[config.mk]
export PLATFORM = sky130hd
export DESIGN_NAME = mt_func_ctl
export DESIGN_NICKNAME = d
export VERILOG_FILES = /design/src/rtl/mt_func_ctl_pkg.sv /design/src/rtl/mt_optimer.sv /design/src/rtl/mt_func_ctl.sv
export SDC_FILE = /design/constraint.sdc
export NUM_CORES = 1
export LEC_CHECK = 0
export CAP_MARGIN = 5
export CORE_AREA = 2 2 66 100
export CTS_CLUSTER_SIZE = 14
export DETAILED_ROUTE_END_ITERATION = 6
export DIE_AREA = 0 0 68 102
export GPL_ROUTABILITY_DRIVEN = 0
export PLACE_DENSITY = 0.8
export REMOVE_ABC_BUFFERS = 1
export SYNTH_ARGS = -nofsm -noshare
export SYNTH_HDL_FRONTEND = slang
export SYNTH_HIERARCHICAL = 1
export SYNTH_SLANG_ARGS = --single-unit
[constraint.sdc]
create_clock -name clk -period 2.1 [get_ports clk]
set_clock_uncertainty 0.15 [all_clocks]
set_input_delay 0.42 -clock clk [delete_from_list [all_inputs] [get_ports clk]]
set_output_delay 0.42 -clock clk [all_outputs]
set_load 0.005 [all_outputs]
[src/rtl/mt_func_ctl_pkg.sv]
// Shared types and helpers for the TM02 magtape function controller:
// function codes, FSM states, error-register bit positions and class decode.
package mt_pkg;

    typedef enum logic [4:0] {
        FUN_NOP    = 5'd0,
        FUN_UNLOAD = 5'd1,
        FUN_REWIND = 5'd3,
        FUN_DRVCLR = 5'd4,
        FUN_PRESET = 5'd8,
        FUN_ERASE  = 5'd10,
        FUN_WTM    = 5'd11,
        FUN_SPCF   = 5'd12,
        FUN_SPCR   = 5'd13,
        FUN_WCHKF  = 5'd20,
        FUN_WCHKR  = 5'd23,
        FUN_WRF    = 5'd24,
        FUN_RDF    = 5'd28,
        FUN_RDR    = 5'd31
    } mtFUN_t;

    typedef enum logic [1:0] {
        ST_IDLE  = 2'd0,
        ST_CHECK = 2'd1,
        ST_RUN   = 2'd2
    } mt_state_t;

    localparam int ER_ILF = 0;
    localparam int ER_ILR = 1;
    localparam int ER_RMR = 2;
    localparam int ER_NEF = 11;
    localparam int ER_OPI = 13;
    localparam int ER_UNS = 14;

    function automatic logic isLEGAL(input logic [4:0] f);
        logic r;
        case (f)
            5'd0, 5'd1, 5'd3, 5'd4, 5'd8, 5'd10, 5'd11, 5'd12,
            5'd13, 5'd20, 5'd23, 5'd24, 5'd28, 5'd31: r = 1'b1;
            default:                                   r = 1'b0;
        endcase
        return r;
    endfunction

    function automatic logic isWRITE(input logic [4:0] f);
        return (f == FUN_ERASE) || (f == FUN_WTM) || (f == FUN_WRF);
    endfunction

    function automatic logic isIMMED(input logic [4:0] f);
        return (f == FUN_NOP) || (f == FUN_DRVCLR) || (f == FUN_PRESET);
    endfunction

    // Motion class excludes write class; callers needing "moves tape" OR both.
    function automatic logic isMOTION(input logic [4:0] f);
        return isLEGAL(f) && !isIMMED(f) && !isWRITE(f);
    endfunction

endpackage

[src/rtl/mt_optimer.sv]
// Operation timeout counter: cleared on clr, counts while en, and holds
// once it reaches TOLIMIT so expired stays asserted until cleared.
module mt_optimer #(
    parameter int                  TOWIDTH = 24,
    parameter logic [TOWIDTH-1:0]  TOLIMIT = 24'hFFFFFF
) (
    input  logic clk,
    input  logic rst_n,
    input  logic clr,
    input  logic en,
    output logic expired
);

    logic [TOWIDTH-1:0] count_q;
    logic [TOWIDTH-1:0] count_d;

    assign expired = (count_q == TOLIMIT);

    always_comb begin
        count_d = count_q;
        if (clr)
            count_d = '0;
        else if (en && !expired)
            count_d = count_q + 1'b1;
    end

    always_ff @(posedge clk or negedge rst_n) begin
        if (!rst_n)
            count_q <= '0;
        else
            count_q <= count_d;
    end

endmodule

[src/rtl/mt_func_ctl.sv]
// TM02 function controller: accepts CS1 GO writes, validates the function,
// launches transport operations and maintains the mtER error register.
module mt_func_ctl
    import mt_pkg::*;
#(
    parameter int                 TOWIDTH = 24,
    parameter logic [TOWIDTH-1:0] TOLIMIT = 24'hFFFFFF
) (
    input  logic        clk,
    input  logic        rst_n,
    input  logic        mtINIT,
    input  logic        mtWRCS1,
    input  logic [5:0]  mtDATAI,
    input  logic        mtWRREG,
    input  logic        mtMOL,
    input  logic        mtWRL,
    input  logic        mtDONE,
    input  logic [15:0] mtSETERR,
    output logic        mtGO,
    output logic [4:0]  mtFUN,
    output logic        mtSTART,
    output logic        mtABORT,
    output logic        mtDRVCLR,
    output logic [15:0] mtER
);

    mt_state_t   state_q, state_d;
    logic [4:0]  fun_q, fun_d;
    logic        start_q, start_d;
    logic        abort_q, abort_d;
    logic        drvclr_q, drvclr_d;
    logic [15:0] er_q, er_d;
    logic [15:0] er_set;
    logic        tmr_clr, tmr_en, tmr_expired;

    logic       busy, go_wr, busy_clr, moves_tape, idle_accept;
    logic [4:0] wr_fun;

    assign busy        = (state_q != ST_IDLE);
    assign go_wr       = mtWRCS1 && mtDATAI[0];
    assign wr_fun      = mtDATAI[5:1];
    assign busy_clr    = busy && go_wr && (wr_fun == FUN_DRVCLR);
    assign moves_tape  = isMOTION(fun_q) || isWRITE(fun_q);
    // With an error latched, only a drive clear may get through.
    assign idle_accept = go_wr && ((er_q == '0) || (wr_fun == FUN_DRVCLR));

    mt_optimer #(
        .TOWIDTH (TOWIDTH),
        .TOLIMIT (TOLIMIT)
    ) u_optimer (
        .clk     (clk),
        .rst_n   (rst_n),
        .clr     (tmr_clr),
        .en      (tmr_en),
        .expired (tmr_expired)
    );

    always_ff @(posedge clk or negedge rst_n) begin
        if (!rst_n) begin
            state_q  <= ST_IDLE;
            fun_q    <= '0;
            start_q  <= 1'b0;
            abort_q  <= 1'b0;
            drvclr_q <= 1'b0;
            er_q     <= '0;
        end else if (mtINIT) begin
            state_q  <= ST_IDLE;
            fun_q    <= '0;
            start_q  <= 1'b0;
            abort_q  <= 1'b0;
            drvclr_q <= 1'b0;
            er_q     <= '0;
        end else begin
            state_q  <= state_d;
            fun_q    <= fun_d;
            start_q  <= start_d;
            abort_q  <= abort_d;
            drvclr_q <= drvclr_d;
            er_q     <= er_d;
        end
    end

    always_comb begin
        state_d = state_q;
        case (state_q)
            ST_IDLE:  if (idle_accept) state_d = ST_CHECK;
            ST_CHECK: begin
                state_d = ST_IDLE;
                if (!busy_clr && isLEGAL(fun_q) && !isIMMED(fun_q) && mtMOL &&
                    !(isWRITE(fun_q) && mtWRL))
                    state_d = ST_RUN;
            end
            ST_RUN:   if (busy_clr || mtDONE || tmr_expired) state_d = ST_IDLE;
            default:  state_d = ST_IDLE;
        endcase
    end

    always_comb begin
        fun_d    = fun_q;
        start_d  = 1'b0;
        abort_d  = 1'b0;
        drvclr_d = 1'b0;
        er_set   = '0;
        tmr_clr  = mtINIT || (state_q == ST_CHECK);
        tmr_en   = (state_q == ST_RUN);
        mtGO     = busy;

        if (state_q == ST_IDLE && idle_accept)
            fun_d = wr_fun;

        if (busy && mtWRREG)
            er_set[ER_RMR] = 1'b1;
        if (busy && mtWRCS1 && !busy_clr)
            er_set[ER_RMR] = 1'b1;

        if (busy_clr) begin
            abort_d  = (state_q == ST_RUN);
            drvclr_d = 1'b1;
        end else if (state_q == ST_CHECK) begin
            if (fun_q == FUN_DRVCLR)
                drvclr_d = 1'b1;
            else if (!isLEGAL(fun_q))
                er_set[ER_ILF] = 1'b1;
            else if (isIMMED(fun_q))
                start_d = 1'b0;
            else if (moves_tape && !mtMOL)
                er_set[ER_UNS] = 1'b1;
            else if (isWRITE(fun_q) && mtWRL)
                er_set[ER_NEF] = 1'b1;
            else
                start_d = 1'b1;
        end else if (state_q == ST_RUN && !mtDONE && tmr_expired) begin
            er_set[ER_OPI] = 1'b1;
            abort_d        = 1'b1;
        end

        // A pending drive clear beats any simultaneous error set.
        er_d = drvclr_q ? '0 : (er_q | mtSETERR | er_set);
    end

    assign mtFUN    = fun_q;
    assign mtSTART  = start_q;
    assign mtABORT  = abort_q;
    assign mtDRVCLR = drvclr_q;
    assign mtER     = er_q;

endmodule

==> results of run 1 <==
-- worst max-delay path: cells and delay by family, from the launching register on --
kind	cells	cell delay (ns)
simple gates	3	0.62
flops	1	0.41
mux	1	0.29
compound gates	1	0.28
fa+ha+maj	1	0.19
-- cell usage after synthesis, types with 3 or more instances --
master,count,area [sq um]
nor4_1,3,18.8
nand3b_1,3,22.5
and4_1,6,52.6
mux2_1,5,56.3
clkbuf_1,7,26.3
xnor2_1,11,96.3
nand2b_1,18,113
buf_6,3,33.8
dfrtp_1,50,1250
nor2b_1,7,43.8
nand3_1,8,40.0
mux2i_1,7,70.1
nand2_1,8,30.0
a21oi_1,9,45.0
o21ai_0,6,30.0
a311oi_1,3,26.3
a211oi_1,4,30.0
nor3_1,3,15.0
ha_1,6,75.1
nor2_1,54,203
and2_1,5,31.3
and3_1,5,31.3
nand4_1,8,50.1
inv_1,8,30.0
-- per-layer routing --
metal	wire length, um	part of all wire	GRT usage
met3	313	0.043	0.0374
met1	2740	0.38	0.255
met2	3950	0.55	0.408
met4	217	0.030	0.0862
met5	0	0	0
-- cells by family (layout without fill, tap and decap cells) --
kind of cell,count (synthesis),count (layout),synth area share
buf+inv,21,100,0.0377
simple gates,144,144,0.284
mux,13,13,0.0508
compound gates,42,42,0.116
flops,50,50,0.449
fa+ha+maj,6,6,0.0270
xor+xnor,11,11,0.0346
-- timing repair --
| item | in CTS | in global routing |
|---|---|---|
| gates resized for setup | 1 | 6 |
| pin swaps | 0 | 4 |
| buffers inserted | 0 | 4 |
| setup endpoints to repair | 1 | 8 |
-- stage by stage --
step	setup WS, ns	power (uW)	cells
4_1_cts	0.00276	1900	436
3_5_place_dp	-0.219	1230	428
2_1_floorplan	0.0783	1070	274
5_1_grt	-0.00255	1960	440
6_report	0.0467	1880	440
3_3_place_gp	-0.195	1230	428
-- how the worst min path moves through the flow --
stage / from / to / slack, ns / depth (start not counted)
2_1_floorplan: rst_n / mtABORT / -0.03 / 0
3_3_place_gp: mtER[9] / mtER[9] / 0.35 / 2
3_5_place_dp: mtER[5] / mtER[5] / 0.36 / 2
4_1_cts: rst_n / mtER[13] / 0.09 / 2
5_1_grt: rst_n / mtER[10] / 0.12 / 2
6_report: rst_n / mtER[3] / 0.07 / 2
-- cell type report --
class                           instances  share of cell area
Multi-Input combinational cell        216               0.392
Sequential cell                        50               0.337
Timing Repair Buffer                   84               0.209
Tap cell                               74              0.0250
Clock buffer                            5              0.0186
Clock inverter                          3              0.0108
Inverter                                8             0.00810
-- cell usage in the layout (no fill, tap or decap), drive strengths merged, types with 8 or more instances in the layout --
| cell type | instances |
|---|---|
| a21oi | 11 |
| nor2 | 54 |
| nand3 | 8 |
| nand4 | 8 |
| nand2 | 8 |
| nand2b | 18 |
| inv | 8 |
| buf | 31 |
| xnor2 | 11 |
| clkdlybuf4s50 | 53 |
| o21ai | 8 |
| dfrtp | 50 |
| and4 | 8 |
-- flip-flops by register name (all words and copies together) (netlist names) --
signal / flops
u_optimer/count_q: 24
mtER: 16
mtFUN: 5
state_q: 2
mtABORT: 1
mtDRVCLR: 1
mtSTART: 1
-- power groups by stage --
| stage | clock network, uW | registers, uW | logic (uW) |
|---|---|---|---|
| floorplan | 0 | 1020 | 51.0 |
| global placement | 0 | 1020 | 209 |
| detailed placement | 0 | 1020 | 212 |
| CTS | 682 | 1000 | 213 |
| global route | 729 | 1010 | 229 |
| finish | 665 | 1000 | 210 |
==> summary.md, run 1 <==
| Metric | Value |
|---|---|
| Layout cells sized above 1 | `0.153` |
| Flop pwr share | `0.534` |
| Int Power | `~1500 uW` |
| Cells on worst reg2reg path | `6` |
| Vias in the first global route | `between 2,000 and 3,000` |
| Combinational cell fraction of total power | `0.112` |
| Slowest cell on crit path | `dfrtp_1` |
| Num ports | `55` |
| Sw Pwr | `421 uW` |
| Longest Clk Path Bufs | `2` |
| Switching part of the total | `0.224` |
| CTS tree | `yes` |
| Multi-input gate area | `1450 sq um` |
| Distinct cells, synth | `56` |
| Die width | `68 um` |
| Tcrit/Tclk final | `0.978` |
| CP Capture Point | `u_optimer/count_q[12]` |
| Num rows | `35` |
| FF+latch count, synth | `50` |
| # Max-Cap Violations | `0` |
| Setup CP Type | `reg2reg` |
| Initial antenna violation count | `0` |
| Detailed-route wire length | `7230 um` |
| DRT iter0 DRCs | `88` |
| Antenna Cells | `0` |
| Setup total negative slack | `0 ns` |
| Min cycle time layout | `2.05 ns` |
| Clk Latency, worst-skew pair | `0.30 ns` |
| Worst-path clk slew | `0.09 ns` |
| Crit-path max FO | `5` |
| Worst path cell trace | `ha_2, and4_1, and4_4, a211oi_4, and3_4, mux2_4` |
| Hold Vio Cnt, Final | `0` |
| Synth Flop Type | `dfrtp_1` |
| Die Y | `102 um` |
| Seq. cell area | `1250 sq um` |
| Final setup viols | `0` |
| Post-synthesis cell area | `roughly 2800 sq um` |
| Hold WS | `0.0676 ns` |
| CP peak stage delay | `0.41 ns` |
| H-Tree Depth | `2` |
| Root Driver | `clkbuf_8` |
| Synth Instances | `287` |
| EDFF count, synth | `0` |
| Outcome | `complete, no violations` |
| Global route overflow | `0` |
| CP arrival | `2.09 ns` |
| Final HPWL DP | `5400 um` |
| Crit. Startpoint | `u_optimer/count_q[1]` |
| Reg-to-reg slack, setup | `0.05 ns` |
| Residual DRC | `0` |
| WL per Instance | `16.4 um` |
| Worst setup SP type | `flop` |
| Layout Nets | `between 400 and 500` |
| Vias | `2,448` |
| RR Startpoint | `u_optimer/count_q[1]` |
| Die ar. | `6940 sq um` |
| Hold Path Class | `in2async` |
| Finished Core Util | `0.614` |
| Hold_buf cts | `0` |
| PortBufs | `54` |
| Area Overhead vs Synth | `33.2%` |
| Crit end category | `flop` |
| Slew Limit Fails | `0` |
| Post-Layout Inst Area | `3710 sq um` |
| Pre-antenna DRT Iters | `4` |
| Max IR drop VDD | `0.321 mV` |
| Leak Pwr | `0.00158 uW` |
| Num CTS Buffers | `5` |
| WP data required | `2.14 ns` |
| FF-to-FF End | `u_optimer/count_q[12]` |
| Power Dens Cells | `around 510 nW/um^2` |
| Largest net degree at the start of global routing | `51` |
| Synth warn | `6` |
| Clk sinks | `50` |
| Initial core utilization | `0.461` |
| Post-synthesis sequential area ratio | `0.449` |
| Layout fillers | `503` |
| Vias per cell | `5.56` |
| Clock power share | `0.354` |
| Synthesized area per cell | `9.70 sq um` |
| Fraction of registers with async set/reset | `1.00` |
| Antenna Nets Post-Route | `0` |
| Total GRT Usage | `0.224` |
| First-pass GRT wire length | `between 10,000 and 15,000 um` |
| Placed cell areas | `3550 sq um` |
| Worst relative slew slack | `0.582` |
| Core Box Area | `6040 sq um` |
| F_max | `487 MHz` |
| Worst-Margin Slew | `0.627 ns` |
(Power assumes the default switching activity.)
==> run 2: changes to the inputs <==
--- a/config.mk
+++ b/config.mk
@@ -5,7 +5,7 @@
 export SDC_FILE = /design/constraint.sdc
 export NUM_CORES = 1
 export LEC_CHECK = 0
-export CAP_MARGIN = 5
+export CAP_MARGIN = 20
 export CORE_AREA = 2 2 66 100
 export CTS_CLUSTER_SIZE = 14
 export DETAILED_ROUTE_END_ITERATION = 6
==> results of run 2 <==
No change in the layout: final DEF, timing and power equal those of run 1.
